$ cat config.mk
export PLATFORM = sky130hd
export DESIGN_NAME = rv_decode_stage
export DESIGN_NICKNAME = d
export VERILOG_FILES = /design/src/rtl/rv_ctrl_pkg.sv /design/src/rtl/rv_imm_gen.sv /design/src/rtl/rv_decode_stage.sv
export SDC_FILE = /design/constraint.sdc
export NUM_CORES = 1
export LEC_CHECK = 0
export BUFFER_PORTS_ARGS = -buffer_cell sky130_fd_sc_hd__buf_2
export CAP_MARGIN = 20
export CORE_MARGIN = 2
export CORE_UTILIZATION = 50
export CTS_BUF_LIST = sky130_fd_sc_hd__clkbuf_16
export DETAILED_ROUTE_END_ITERATION = 10
export GPL_TIMING_DRIVEN = 0
export PLACE_DENSITY = 0.78
export SLEW_MARGIN = 20
export SYNTH_ARGS = -nofsm -noshare
export SYNTH_HDL_FRONTEND = slang
export SYNTH_SLANG_ARGS = --single-unit
$ cat constraint.sdc
create_clock -name clk -period 4.3 [get_ports clk]
set_input_delay 0.43 -clock clk [delete_from_list [all_inputs] [get_ports clk]]
set_output_delay 0.43 -clock clk [all_outputs]
set_load 0.1 [all_outputs]
$ cat src/rtl/rv_ctrl_pkg.sv
// rtl/rv_ctrl_pkg.sv - RV32I control encodings, control bundle and shared decoder
//
// Purpose: shared by the pipelined decode stage and the single-cycle core.
//   alu_op_e / br_type_e / wb_sel_e : control-field encodings
//   imm_fmt_e                       : immediate format select for rv_imm_gen
//   ctrl_t                          : control bundle held in the ID/EX register
//   dec_t                           : decoder result (ctrl_t + immediate format + source-register use)
//   rv_decode()                     : combinational decoder (opcode, funct3, funct7, enable_mul)
package rv_ctrl_pkg;

    typedef enum logic [3:0] {
        ALU_ADD    = 4'b0000,
        ALU_SLL    = 4'b0001,
        ALU_XOR    = 4'b0010,
        ALU_SRL    = 4'b0011,
        ALU_SRA    = 4'b0100,
        ALU_OR     = 4'b0101,
        ALU_AND    = 4'b0110,
        ALU_SUB    = 4'b0111,
        ALU_SLT    = 4'b1000,
        ALU_SLTU   = 4'b1001,
        ALU_PASSB  = 4'b1010,
        ALU_MUL    = 4'b1011,
        ALU_MULH   = 4'b1100,
        ALU_MULHSU = 4'b1101,
        ALU_MULHU  = 4'b1110
    } alu_op_e;

    typedef enum logic [2:0] {
        BR_BEQ  = 3'b000,
        BR_BNE  = 3'b001,
        BR_BLT  = 3'b010,
        BR_BGE  = 3'b011,
        BR_BLTU = 3'b100,
        BR_BGEU = 3'b101,
        BR_NONE = 3'b110,
        BR_JUMP = 3'b111
    } br_type_e;

    typedef enum logic [1:0] {
        WB_PC4 = 2'b00,
        WB_ALU = 2'b01,
        WB_MEM = 2'b11
    } wb_sel_e;

    typedef enum logic [2:0] {
        IMM_I = 3'd0,
        IMM_S = 3'd1,
        IMM_B = 3'd2,
        IMM_U = 3'd3,
        IMM_J = 3'd4
    } imm_fmt_e;

    localparam logic [6:0] OPC_LUI    = 7'b0110111;
    localparam logic [6:0] OPC_AUIPC  = 7'b0010111;
    localparam logic [6:0] OPC_JAL    = 7'b1101111;
    localparam logic [6:0] OPC_JALR   = 7'b1100111;
    localparam logic [6:0] OPC_BRANCH = 7'b1100011;
    localparam logic [6:0] OPC_LOAD   = 7'b0000011;
    localparam logic [6:0] OPC_STORE  = 7'b0100011;
    localparam logic [6:0] OPC_OP_IMM = 7'b0010011;
    localparam logic [6:0] OPC_OP     = 7'b0110011;

    localparam logic [6:0] F7_BASE = 7'b0000000;
    localparam logic [6:0] F7_ALT  = 7'b0100000;
    localparam logic [6:0] F7_MUL  = 7'b0000001;

    // sel_a: 1 = rs1, 0 = PC.  sel_b: 1 = immediate, 0 = rs2.
    typedef struct packed {
        alu_op_e  alu_op;
        br_type_e br_type;
        wb_sel_e  wb_sel;
        logic     reg_wr;
        logic     sel_a;
        logic     sel_b;
        logic     wr_en;
        logic     rd_en;
        logic     unsign;
        logic     illegal;
    } ctrl_t;

    typedef struct packed {
        ctrl_t    ctrl;
        imm_fmt_e imm_fmt;
        logic     use_rs1;
        logic     use_rs2;
    } dec_t;

    localparam ctrl_t CTRL_RESET = '{
        alu_op:  ALU_ADD,
        br_type: BR_NONE,
        wb_sel:  WB_PC4,
        reg_wr:  1'b0,
        sel_a:   1'b0,
        sel_b:   1'b0,
        wr_en:   1'b0,
        rd_en:   1'b0,
        unsign:  1'b0,
        illegal: 1'b0
    };

    // funct3 -> ALU op for the base OP / OP-IMM group (funct7 = 0000000).
    function automatic alu_op_e alu_base(input logic [2:0] f3);
        case (f3)
            3'b000:  return ALU_ADD;
            3'b001:  return ALU_SLL;
            3'b010:  return ALU_SLT;
            3'b011:  return ALU_SLTU;
            3'b100:  return ALU_XOR;
            3'b101:  return ALU_SRL;
            3'b110:  return ALU_OR;
            default: return ALU_AND;
        endcase
    endfunction

    function automatic dec_t rv_decode(input logic [6:0] opcode,
                                       input logic [2:0] funct3,
                                       input logic [6:0] funct7,
                                       input logic       enable_mul);
        dec_t d;
        d.ctrl    = CTRL_RESET;
        d.imm_fmt = IMM_I;
        d.use_rs1 = 1'b0;
        d.use_rs2 = 1'b0;
        case (opcode)
            OPC_OP: begin
                d.use_rs1       = 1'b1;
                d.use_rs2       = 1'b1;
                d.ctrl.sel_a    = 1'b1;
                d.ctrl.reg_wr   = 1'b1;
                d.ctrl.wb_sel   = WB_ALU;
                if (funct7 == F7_BASE) begin
                    d.ctrl.alu_op = alu_base(funct3);
                    d.ctrl.unsign = (funct3 == 3'b011);
                end else if (funct7 == F7_ALT) begin
                    if (funct3 == 3'b000)      d.ctrl.alu_op  = ALU_SUB;
                    else if (funct3 == 3'b101) d.ctrl.alu_op  = ALU_SRA;
                    else                       d.ctrl.illegal = 1'b1;
                end else if (funct7 == F7_MUL && enable_mul && !funct3[2]) begin
                    case (funct3[1:0])
                        2'b00:   d.ctrl.alu_op = ALU_MUL;
                        2'b01:   d.ctrl.alu_op = ALU_MULH;
                        2'b10:   d.ctrl.alu_op = ALU_MULHSU;
                        default: d.ctrl.alu_op = ALU_MULHU;
                    endcase
                end else begin
                    d.ctrl.illegal = 1'b1;
                end
            end
            OPC_OP_IMM: begin
                d.use_rs1     = 1'b1;
                d.ctrl.sel_a  = 1'b1;
                d.ctrl.sel_b  = 1'b1;
                d.ctrl.reg_wr = 1'b1;
                d.ctrl.wb_sel = WB_ALU;
                d.ctrl.alu_op = alu_base(funct3);
                d.ctrl.unsign = (funct3 == 3'b011);
                // funct7 only carries meaning for the shift-immediate forms.
                if (funct3 == 3'b001 && funct7 != F7_BASE) begin
                    d.ctrl.illegal = 1'b1;
                end else if (funct3 == 3'b101) begin
                    if (funct7 == F7_ALT)       d.ctrl.alu_op  = ALU_SRA;
                    else if (funct7 != F7_BASE) d.ctrl.illegal = 1'b1;
                end
            end
            OPC_LOAD: begin
                d.use_rs1      = 1'b1;
                d.ctrl.sel_a   = 1'b1;
                d.ctrl.sel_b   = 1'b1;
                d.ctrl.rd_en   = 1'b1;
                d.ctrl.reg_wr  = 1'b1;
                d.ctrl.wb_sel  = WB_MEM;
                d.ctrl.unsign  = funct3[2];
                d.ctrl.illegal = (funct3 == 3'b011) || (funct3[2:1] == 2'b11);
            end
            OPC_STORE: begin
                d.use_rs1      = 1'b1;
                d.use_rs2      = 1'b1;
                d.imm_fmt      = IMM_S;
                d.ctrl.sel_a   = 1'b1;
                d.ctrl.sel_b   = 1'b1;
                d.ctrl.wr_en   = 1'b1;
                d.ctrl.illegal = funct3[2] || (funct3 == 3'b011);
            end
            OPC_BRANCH: begin
                d.use_rs1     = 1'b1;
                d.use_rs2     = 1'b1;
                d.imm_fmt     = IMM_B;
                d.ctrl.sel_b  = 1'b1;
                d.ctrl.unsign = funct3[2] && funct3[1];
                case (funct3)
                    3'b000:  d.ctrl.br_type = BR_BEQ;
                    3'b001:  d.ctrl.br_type = BR_BNE;
                    3'b100:  d.ctrl.br_type = BR_BLT;
                    3'b101:  d.ctrl.br_type = BR_BGE;
                    3'b110:  d.ctrl.br_type = BR_BLTU;
                    3'b111:  d.ctrl.br_type = BR_BGEU;
                    default: d.ctrl.illegal = 1'b1;
                endcase
            end
            OPC_JAL: begin
                d.imm_fmt      = IMM_J;
                d.ctrl.sel_b   = 1'b1;
                d.ctrl.reg_wr  = 1'b1;
                d.ctrl.br_type = BR_JUMP;
            end
            OPC_JALR: begin
                d.use_rs1      = 1'b1;
                d.ctrl.sel_a   = 1'b1;
                d.ctrl.sel_b   = 1'b1;
                d.ctrl.reg_wr  = 1'b1;
                d.ctrl.br_type = BR_JUMP;
                d.ctrl.illegal = (funct3 != 3'b000);
            end
            OPC_LUI: begin
                d.imm_fmt     = IMM_U;
                d.ctrl.sel_b  = 1'b1;
                d.ctrl.reg_wr = 1'b1;
                d.ctrl.wb_sel = WB_ALU;
                d.ctrl.alu_op = ALU_PASSB;
            end
            OPC_AUIPC: begin
                d.imm_fmt     = IMM_U;
                d.ctrl.sel_b  = 1'b1;
                d.ctrl.reg_wr = 1'b1;
                d.ctrl.wb_sel = WB_ALU;
            end
            default: begin
                d.ctrl.illegal = 1'b1;
            end
        endcase
        // An illegal instruction must have no architectural side effects downstream.
        if (d.ctrl.illegal) begin
            d.ctrl.reg_wr  = 1'b0;
            d.ctrl.wr_en   = 1'b0;
            d.ctrl.rd_en   = 1'b0;
            d.ctrl.br_type = BR_NONE;
        end
        return d;
    endfunction

endpackage

$ cat src/rtl/rv_imm_gen.sv
// rtl/rv_imm_gen.sv - combinational RV32I immediate generator
//
// Purpose: builds the sign-extended 32-bit immediate for the selected format.
// Ports:
//   instr_i [31:7] : instruction word (opcode bits carry no immediate data)
//   fmt_i          : immediate format (I/S/B/U/J)
//   imm_o   [31:0] : immediate
module rv_imm_gen
    import rv_ctrl_pkg::*;
(
    input  logic [31:7] instr_i,
    input  imm_fmt_e    fmt_i,
    output logic [31:0] imm_o
);

    always_comb begin
        imm_o = '0;
        case (fmt_i)
            IMM_I:   imm_o = {{20{instr_i[31]}}, instr_i[31:20]};
            IMM_S:   imm_o = {{20{instr_i[31]}}, instr_i[31:25], instr_i[11:7]};
            IMM_B:   imm_o = {{19{instr_i[31]}}, instr_i[31], instr_i[7],
                              instr_i[30:25], instr_i[11:8], 1'b0};
            IMM_U:   imm_o = {instr_i[31:12], 12'b0};
            IMM_J:   imm_o = {{11{instr_i[31]}}, instr_i[31], instr_i[19:12],
                              instr_i[20], instr_i[30:21], 1'b0};
            default: imm_o = '0;
        endcase
    end

endmodule

$ cat src/rtl/rv_decode_stage.sv
// rtl/rv_decode_stage.sv - registered, handshaked RV32I decode stage with load-use interlock
//
// Purpose: decodes the offered instruction and holds it in the ID/EX register.
// Ports:
//   clk, rst                     : clock, asynchronous active-high reset
//   in_valid/in_ready/in_instr/in_pc : fetch-side handshake and payload
//   flush                        : discard held and offered instructions
//   out_valid/out_ready          : execute-side handshake
//   out_pc, out_rs1/rs2/rd, out_imm, out_alu_op, out_br_type, out_wb_sel,
//   out_reg_wr, out_sel_a, out_sel_b, out_wr_en, out_rd_en, out_unsign, out_illegal
//                                : registered decode result
//   stall_cnt                    : saturating count of load-use stall cycles
module rv_decode_stage
    import rv_ctrl_pkg::*;
#(
    parameter int PC_W       = 32,
    parameter bit ENABLE_MUL = 1'b0,
    parameter int CNT_W      = 16
) (
    input  logic             clk,
    input  logic             rst,
    input  logic             in_valid,
    output logic             in_ready,
    input  logic [31:0]      in_instr,
    input  logic [PC_W-1:0]  in_pc,
    input  logic             flush,
    output logic             out_valid,
    input  logic             out_ready,
    output logic [PC_W-1:0]  out_pc,
    output logic [4:0]       out_rs1,
    output logic [4:0]       out_rs2,
    output logic [4:0]       out_rd,
    output logic [31:0]      out_imm,
    output logic [3:0]       out_alu_op,
    output logic [2:0]       out_br_type,
    output logic [1:0]       out_wb_sel,
    output logic             out_reg_wr,
    output logic             out_sel_a,
    output logic             out_sel_b,
    output logic             out_wr_en,
    output logic             out_rd_en,
    output logic             out_unsign,
    output logic             out_illegal,
    output logic [CNT_W-1:0] stall_cnt
);

    dec_t              dec;
    logic [31:0]       imm;
    logic              rs1_hit, rs2_hit, hazard, accept;

    logic              valid_q, valid_d;
    logic [PC_W-1:0]   pc_q, pc_d;
    logic [4:0]        rs1_q, rs1_d, rs2_q, rs2_d, rd_q, rd_d;
    logic [31:0]       imm_q, imm_d;
    ctrl_t             ctrl_q, ctrl_d;
    logic [CNT_W-1:0]  stall_q, stall_d;

    assign dec = rv_decode(in_instr[6:0], in_instr[14:12], in_instr[31:25], ENABLE_MUL);

    rv_imm_gen u_imm_gen (
        .instr_i (in_instr[31:7]),
        .fmt_i   (dec.imm_fmt),
        .imm_o   (imm)
    );

    // Load-use: the held load's data is not available for an immediately following reader.
    assign rs1_hit = dec.use_rs1 && (in_instr[19:15] == rd_q);
    assign rs2_hit = dec.use_rs2 && (in_instr[24:20] == rd_q);
    assign hazard  = valid_q && ctrl_q.rd_en && (rd_q != 5'd0) && in_valid && (rs1_hit || rs2_hit);

    // Flush overrides the interlock and swallows the offered instruction.
    assign in_ready = flush || ((!valid_q || out_ready) && !hazard);
    assign accept   = in_valid && in_ready && !flush;

    always_comb begin
        valid_d = valid_q;
        pc_d    = pc_q;
        rs1_d   = rs1_q;
        rs2_d   = rs2_q;
        rd_d    = rd_q;
        imm_d   = imm_q;
        ctrl_d  = ctrl_q;
        stall_d = stall_q;
        if (flush) begin
            valid_d = 1'b0;
        end else if (accept) begin
            valid_d = 1'b1;
            pc_d    = in_pc;
            rs1_d   = in_instr[19:15];
            rs2_d   = in_instr[24:20];
            rd_d    = in_instr[11:7];
            imm_d   = imm;
            ctrl_d  = dec.ctrl;
        end else if (out_ready) begin
            // Held instruction consumed with nothing to replace it: bubble.
            valid_d = 1'b0;
        end
        if (hazard && !flush && (stall_q != {CNT_W{1'b1}})) begin
            stall_d = stall_q + CNT_W'(1);
        end
    end

    always_ff @(posedge clk or posedge rst) begin
        if (rst) begin
            valid_q <= 1'b0;
            pc_q    <= '0;
            rs1_q   <= '0;
            rs2_q   <= '0;
            rd_q    <= '0;
            imm_q   <= '0;
            ctrl_q  <= CTRL_RESET;
            stall_q <= '0;
        end else begin
            valid_q <= valid_d;
            pc_q    <= pc_d;
            rs1_q   <= rs1_d;
            rs2_q   <= rs2_d;
            rd_q    <= rd_d;
            imm_q   <= imm_d;
            ctrl_q  <= ctrl_d;
            stall_q <= stall_d;
        end
    end

    assign out_valid   = valid_q;
    assign out_pc      = pc_q;
    assign out_rs1     = rs1_q;
    assign out_rs2     = rs2_q;
    assign out_rd      = rd_q;
    assign out_imm     = imm_q;
    assign out_alu_op  = ctrl_q.alu_op;
    assign out_br_type = ctrl_q.br_type;
    assign out_wb_sel  = ctrl_q.wb_sel;
    assign out_reg_wr  = ctrl_q.reg_wr;
    assign out_sel_a   = ctrl_q.sel_a;
    assign out_sel_b   = ctrl_q.sel_b;
    assign out_wr_en   = ctrl_q.wr_en;
    assign out_rd_en   = ctrl_q.rd_en;
    assign out_unsign  = ctrl_q.unsign;
    assign out_illegal = ctrl_q.illegal;
    assign stall_cnt   = stall_q;

endmodule
# Word level (Yosys, flattened, before mapping)
# Cells that the tools add are included.
dict set report totals {
  ff_bits 112
  inputBits 69
  output_inout_bits 113
}
dict set report op_classes {
  add_sub_neg 1
  eq_ne 25
  n_mux 39
  bitwise 1
  n_reduce_logical 39
}
# cell n
set ops {}
lappend ops {{32-bit case mux with 5 select lines} 1}
lappend ops {{7-bit by 6-bit equality test with 1-bit output, second input constant} 4}
lappend ops {{4-bit case mux with 7 select lines} 1}
lappend ops {{7-bit equality test, second input constant} 3}
lappend ops {{1-bit two-way mux} 21}
lappend ops {{3-bit case mux with 6 select lines} 1}
lappend ops {{16-bit by 1-bit adder with 16-bit output, second input constant} 1}
lappend ops {{4-bit two-way mux} 4}
lappend ops {{16-bit != test, second input constant} 1}
lappend ops {{3-bit equality test, second input constant} 5}
lappend ops {{7-bit by 5-bit equality test with 1-bit output, second input constant} 2}
lappend ops {{1-bit logical AND} 13}
lappend ops {{3-bit by 2-bit equality test with 1-bit output, second input constant} 4}
lappend ops {{3-bit two-way mux} 4}
lappend ops {{3-bit case mux with 4 select lines} 1}
lappend ops {{4-bit case mux with 3 select lines} 1}
lappend ops {{6-bit OR reduction} 2}
lappend ops {{5-bit equality test} 2}
lappend ops {{8-bit OR reduction} 1}
lappend ops {{7-bit by 2-bit equality test with 1-bit output, second input constant} 1}
lappend ops {{7-bit logical NOT} 1}
lappend ops {{1-bit case mux with 7 select lines} 1}
lappend ops {{7-bit nonzero test} 1}
lappend ops {{7-bit OR reduction} 1}
lappend ops {{17 further kinds} 28}

# Logic depth before layout (Yosys ltp)
dict set report logic_depth {
  depth_word 13
  depth_mapped 10
  depth_no_buf 7
}

# Modules after synthesis
# Synthesis repeated with hierarchy kept, for this count alone.
dict set report hier_totals {
  cells_unflattened 497
  area_unflattened_um2 5700.5
}
# mod n_inst cells_per_inst area_each_um2 seq_area_each_um2
set modules_own_cells {}
lappend modules_own_cells {rv_decode_stage 1 403 5159.9 2805.2}
lappend modules_own_cells {rv_imm_gen 1 94 540.5 0.0}

# Least setup slack after synthesis
# OpenSTA, ideal clock, no wires.
dict set report synth_timing {
  path_kind {register to output}
  startpoint {register rd_q[1] (netlist: out_rd[1])}
  endpoint {output port in_ready}
  arrival_time_ns 3.295
  path_slack_ns 0.575
  path_stages_with_launch 6
  path_cell_list {dfrtp_1 -> or4_1 -> o2111ai_1 -> a21oi_1 -> clkbuf_1 -> a21oi_1}
}
dict set report synth_via {
  elab_chain_len 7
  word_cells_on_any_way 12
}
# item line
set synth_rtl {}
lappend synth_rtl {{start: declaration} rv_decode_stage.sv:53} ;# logic [4:0] rs1_q, rs1_d, rs2_q, rs2_d, rd_q, rd_d;
lappend synth_rtl {{start signal: assignment} rv_decode_stage.sv:118} ;# rd_q <= rd_d;
lappend synth_rtl {{5-bit equality test (tied with other cells)} rv_decode_stage.sv:67} ;# assign rs1_hit = dec.use_rs1 && (in_instr[19:15] == rd_q);
lappend synth_rtl {{1-bit logical AND, on equally long branches} {rv_decode_stage.sv:67, rv_decode_stage.sv:68, rv_decode_stage.sv:69}}
lappend synth_rtl {{1-bit logical OR or 1-bit logical AND (tied branches)} rv_decode_stage.sv:69} ;# assign hazard = valid_q && ctrl_q.rd_en && (rd_q != 5'd0) && in_valid && (rs1_hit || rs2_hit);
lappend synth_rtl {{1-bit logical AND (*)} rv_decode_stage.sv:69}
lappend synth_rtl {{1-bit logical NOT (*)} rv_decode_stage.sv:72} ;# assign in_ready = flush || ((!valid_q || out_ready) && !hazard);
lappend synth_rtl {{1-bit logical AND (*)} rv_decode_stage.sv:72}
lappend synth_rtl {{1-bit logical OR (*)} rv_decode_stage.sv:72}
lappend synth_rtl {{end: declaration} rv_decode_stage.sv:23} ;# output logic in_ready,
# Every way passes the cells marked *; elsewhere a longest branch is shown, timed or not.

# Final worst setup path
# Same ends and word-level chain as after synthesis.

==> flow_summary.rst <==
.. list-table::
   :header-rows: 1

   * - Metric
     - Value
   * - Worst flop-to-flop path startpoint
     - out_rd[0]
   * - Xor and xnor fraction of the mapped netlist area
     - between 4 and 5%
   * - Total number of yosys warnings
     - 0
   * - Met1 GRT Util
     - approximately a third
   * - Adder and majority gate portion of the synthesized area
     - between 1 and 1.5%
   * - Final setup fails
     - 0
   * - Transition time at the pin with the least slew margin
     - 0.588 ns
   * - Setup TNS
     - 0 ns
   * - Post-synthesis compound-gate area fraction
     - 8.54%
   * - Clock slew seen by the registers of the worst setup and hold paths
     - roughly 0.07 ns
   * - Worst Path Max Fanout
     - 10
   * - Register bit total from synthesis
     - 112
   * - Placed inst area
     - between 0.006 and 0.007 mm²
   * - CTS H-tree depth
     - 3
   * - Clk pwr share
     - about a quarter
   * - Die boundary height
     - between 100 and 150 µm
   * - Area added between synthesis and finish
     - 26.4%
   * - GP Congestion
     - ~0.9
   * - Root buf cell
     - sky130_fd_sc_hd__clkbuf_16
   * - Via count normalized by instance count
     - between 5 and 6
   * - Critical path launch point
     - out_rd[1]
   * - Most instantiated flip-flop cell in the synthesis netlist
     - sky130_fd_sc_hd__dfrtp_1
   * - Proportion of register bits with asynchronous set or reset after synthesis
     - between 90% and 100%
   * - Placement Rows
     - 37
   * - Most common cell in the netlist
     - sky130_fd_sc_hd__dfrtp_1
   * - Num ports
     - around 180
   * - Post-cts repair resize count
     - 0
   * - Vias in the first global route
     - roughly 4,500
   * - Cell internal power dissipation
     - 1.93 mW
   * - Total instance count after detailed placement
     - 788
   * - Placeable core region
     - approximately 0.010 mm²
   * - Total half-perimeter wirelength after legalization and detailed placement
     - roughly 11,000 µm
   * - Area fraction of the dominant cell type after synthesis
     - 51.3%
   * - Proportion of synthesized chip area in sequential cells
     - 52.3%
   * - Detailed Routing Iterations Pass 1
     - 5
   * - Fraction of the cycle the final worst path needs
     - between 60% and 70%
   * - Post-Synthesis Cell Area
     - 0.00536 mm²
   * - Leakage power total
     - approximately 3.3 nW
   * - PwrDens
     - about 520 mW/mm²
   * - Final routed wire length divided by cell count
     - around 17 µm
   * - Number of pins exceeding their max-slew limit in the final report
     - 0
   * - Net Count, Synth
     - around 550
   * - Total routing resource utilization after global routing
     - between 20% and 30%
   * - Number of max-cap violations
     - 0
   * - Maximum VDD drop
     - 0.275 mV
   * - Initial drt markers
     - around 330
   * - Min-Delay Path Class
     - in2async
   * - Design Area, Final
     - 0.00678 mm²
   * - Setup slack of the worst register-to-register path
     - roughly 1.8 ns
   * - Final antenna-violating net count
     - 0
   * - Clock skew
     - between 0.005 and 0.006 ns
   * - Setup repair bufs after CTS
     - 0
   * - Fraction of power spent switching nets
     - about 45%
   * - First-pass GRT wire length
     - about 22,000 µm
   * - Fraction of the mapped netlist area in simple logic gates
     - between 10% and 20%
   * - Status
     - complete, no violations
   * - Most utilized layer in the global route result
     - met2
   * - Final WL
     - 13,900 µm
   * - Clock tree from TritonCTS
     - built
   * - Count of hold buffers inserted by post-cts repair
     - 0
   * - Overall via count from detail_route
     - ~4,400
   * - Post-synthesis area per instance
     - approximately 11 µm²
   * - Final critical delay including setup and external delays
     - 3.00 ns
   * - Max-slew headroom at the worst pin
     - between 60% and 70%
   * - Worst hold slack across all endpoints
     - about 0.047 ns
   * - CP Capture Type
     - primary output
   * - Flop pwr share
     - between 30% and 40%
   * - Total DRC errors in the routed layout
     - 0
   * - Met2 global-route usage
     - between 40 and 50%
   * - Commonest cells post-synth
     - sky130_fd_sc_hd__dfrtp_1 (110), sky130_fd_sc_hd__mux2_2 (74), sky130_fd_sc_hd__o21ai_0 (34)
   * - Area contributors post-synth
     - sky130_fd_sc_hd__dfrtp_1 (51%), sky130_fd_sc_hd__mux2_2 (16%), sky130_fd_sc_hd__xnor2_1 (3.4%)
   * - Net switching power
     - roughly 1.6 mW
   * - Number of buffers on the longest clock path
     - 2
   * - Unrepaired setup endpoints after global routing
     - false
   * - Area leader, netlist
     - sky130_fd_sc_hd__dfrtp_1
   * - Share of layout cells above drive strength 1
     - a little over two fifths
   * - Overall die area
     - ~0.012 mm²
   * - Met3 track demand over resource
     - between 3 and 4%
   * - Post-layout instance count excluding filler cells
     - approximately 800
   * - Final hold violation count
     - 0
   * - Cell count after synthesis
     - 471
   * - Total number of clock tree sinks
     - roughly 110
   * - Number of flops mapped to enable cells by yosys
     - 0
   * - Ant. Diodes
     - 0
   * - R2R depth
     - 9
   * - Proportion of synthesized area in mux cells
     - 17.6%
   * - I/O Buffers
     - 180
   * - Nature of the critical path startpoint
     - register
   * - Crit Path Class
     - reg2out
   * - Worst skew pair latency
     - 0.35 ns
   * - Width of the chip
     - 108 µm
   * - Final global-route overflow total
     - 0
   * - Largest family of logic cells by synthesized area
     - multiplexers
   * - Number of nets in the layout
     - roughly 740
   * - Crit Reg-Reg Endpoint
     - out_rs2[1]
   * - Number of buffers added by the clock tree synthesis step
     - 9
   * - Antenna violations before repair
     - 0
   * - Effective utilization at floorplan
     - around 52%
   * - Data arrival at the endpoint of the critical path
     - about 2.6 ns
   * - Peak Freq
     - about 0.33 GHz
   * - Synth cell types
     - between 50 and 60
   * - Largest net degree at the start of global routing
     - 83
   * - Overall power of the completed layout
     - ~3.5 mW
   * - Critical path data required time
     - a little under 4 ns
   * - Comb pwr share
     - between 30% and 40%
[logic make-up (layout without fill, tap and decap cells)]
family / after synthesis / after routing
DFF: 112 / 112
buffers and inverters: 45 / 242
muxes: 85 / 85
and+or+nand+nor: 123 / 123
xor gates and xnor gates: 25 / 25
AOI/OAI and AO/OA: 75 / 75
adders and majority gates: 6 / 6
[worst max-delay path: stages, from the launching register on]
cell and delay, ns:
sky130_fd_sc_hd__dfrtp_1 0.45, sky130_fd_sc_hd__or4_1 0.58, sky130_fd_sc_hd__o2111ai_1 0.20, sky130_fd_sc_hd__a21oi_1 0.09
sky130_fd_sc_hd__clkbuf_1 0.21, sky130_fd_sc_hd__a21oi_1 0.23, sky130_fd_sc_hd__buf_2 0.47
[flip-flops by register name, summed over array words and instances, names as in the netlist]
register / flops
out_alu_op: 4
out_br_type: 3
out_illegal: 1
out_imm: 32
out_pc: 32
out_rd: 5
out_rd_en: 1
out_reg_wr: 1
out_rs1: 5
out_rs2: 5
out_sel_a: 1
out_sel_b: 1
out_unsign: 1
out_valid: 1
out_wb_sel: 2
out_wr_en: 1
stall_cnt: 16
[power groups by stage]
stage / registers (mW) / logic [mW] / clock network (mW)
2_1_floorplan: 2.20 / 0.219 / 0
3_3_place_gp: 1.26 / 1.38 / 0
3_5_place_dp: 1.27 / 1.40 / 0
4_1_cts: 1.25 / 1.41 / 0.893
5_1_grt: 1.27 / 1.45 / 0.943
6_report: 1.25 / 1.40 / 0.880
[stage by stage]
| step | utilization (%) | setup slack, ns |
|---|---|---|
| after floorplan | - | 0.575 |
| after global placement | 62.1 | -0.183 |
| after detailed placement | 62.4 | 1.50 |
| after CTS | 65.4 | 1.31 |
| after global routing | 65.4 | 1.18 |
| final | 65.4 | 1.30 |
[layer usage]
metal	up-vias	wire length [µm]
met5	-	0
met4	0	283
met3	19	971
met2	193	6750
met1	2181	5870
li1	2050	-
[cells in the final DEF, fill, tap and decap left out, drive strengths merged, types with 2 or more instances in the layout]
cell,count
nor4,2
nand3b,4
dfstp,2
xor2,4
nor3,8
nand4b,3
nand4,9
a22o,4
dfrtp,110
o31ai,8
and2,2
or2,5
nand2,33
nor2,17
mux2,75
or3,3
buf,195
bufinv,2
xnor2,21
ha,6
and3,8
a21oi,16
inv,21
mux2i,10
nor2b,5
clkbuf,21
or4,2
o22ai,2
nand3,14
o21ai,34
clkinv,3
nand2b,4
[how the worst max path moves through the flow]
stage / to / slack, ns / depth (start not counted)
5_1_grt: in_ready / 1.18 / 6
4_1_cts: in_ready / 1.31 / 6
3_3_place_gp: out_pc[27] / -0.18 / 2
2_1_floorplan: in_ready / 0.58 / 5
3_5_place_dp: out_rs2[1] / 1.50 / 10
6_report: in_ready / 1.30 / 6
[layout make-up]
cell class / count / area, µm²
plain buffers: 26 / 138
clock buffers: 9 / 225
clock inverters: 7 / 86.3
fillers: 854 / 3590
inverters: 19 / 76.3
multi-input cells: 314 / 2350
flip-flops and latches: 112 / 2810
well taps: 136 / 170
repair buffers: 181 / 928
No activity file was read; power rests on OpenSTA's default activity.
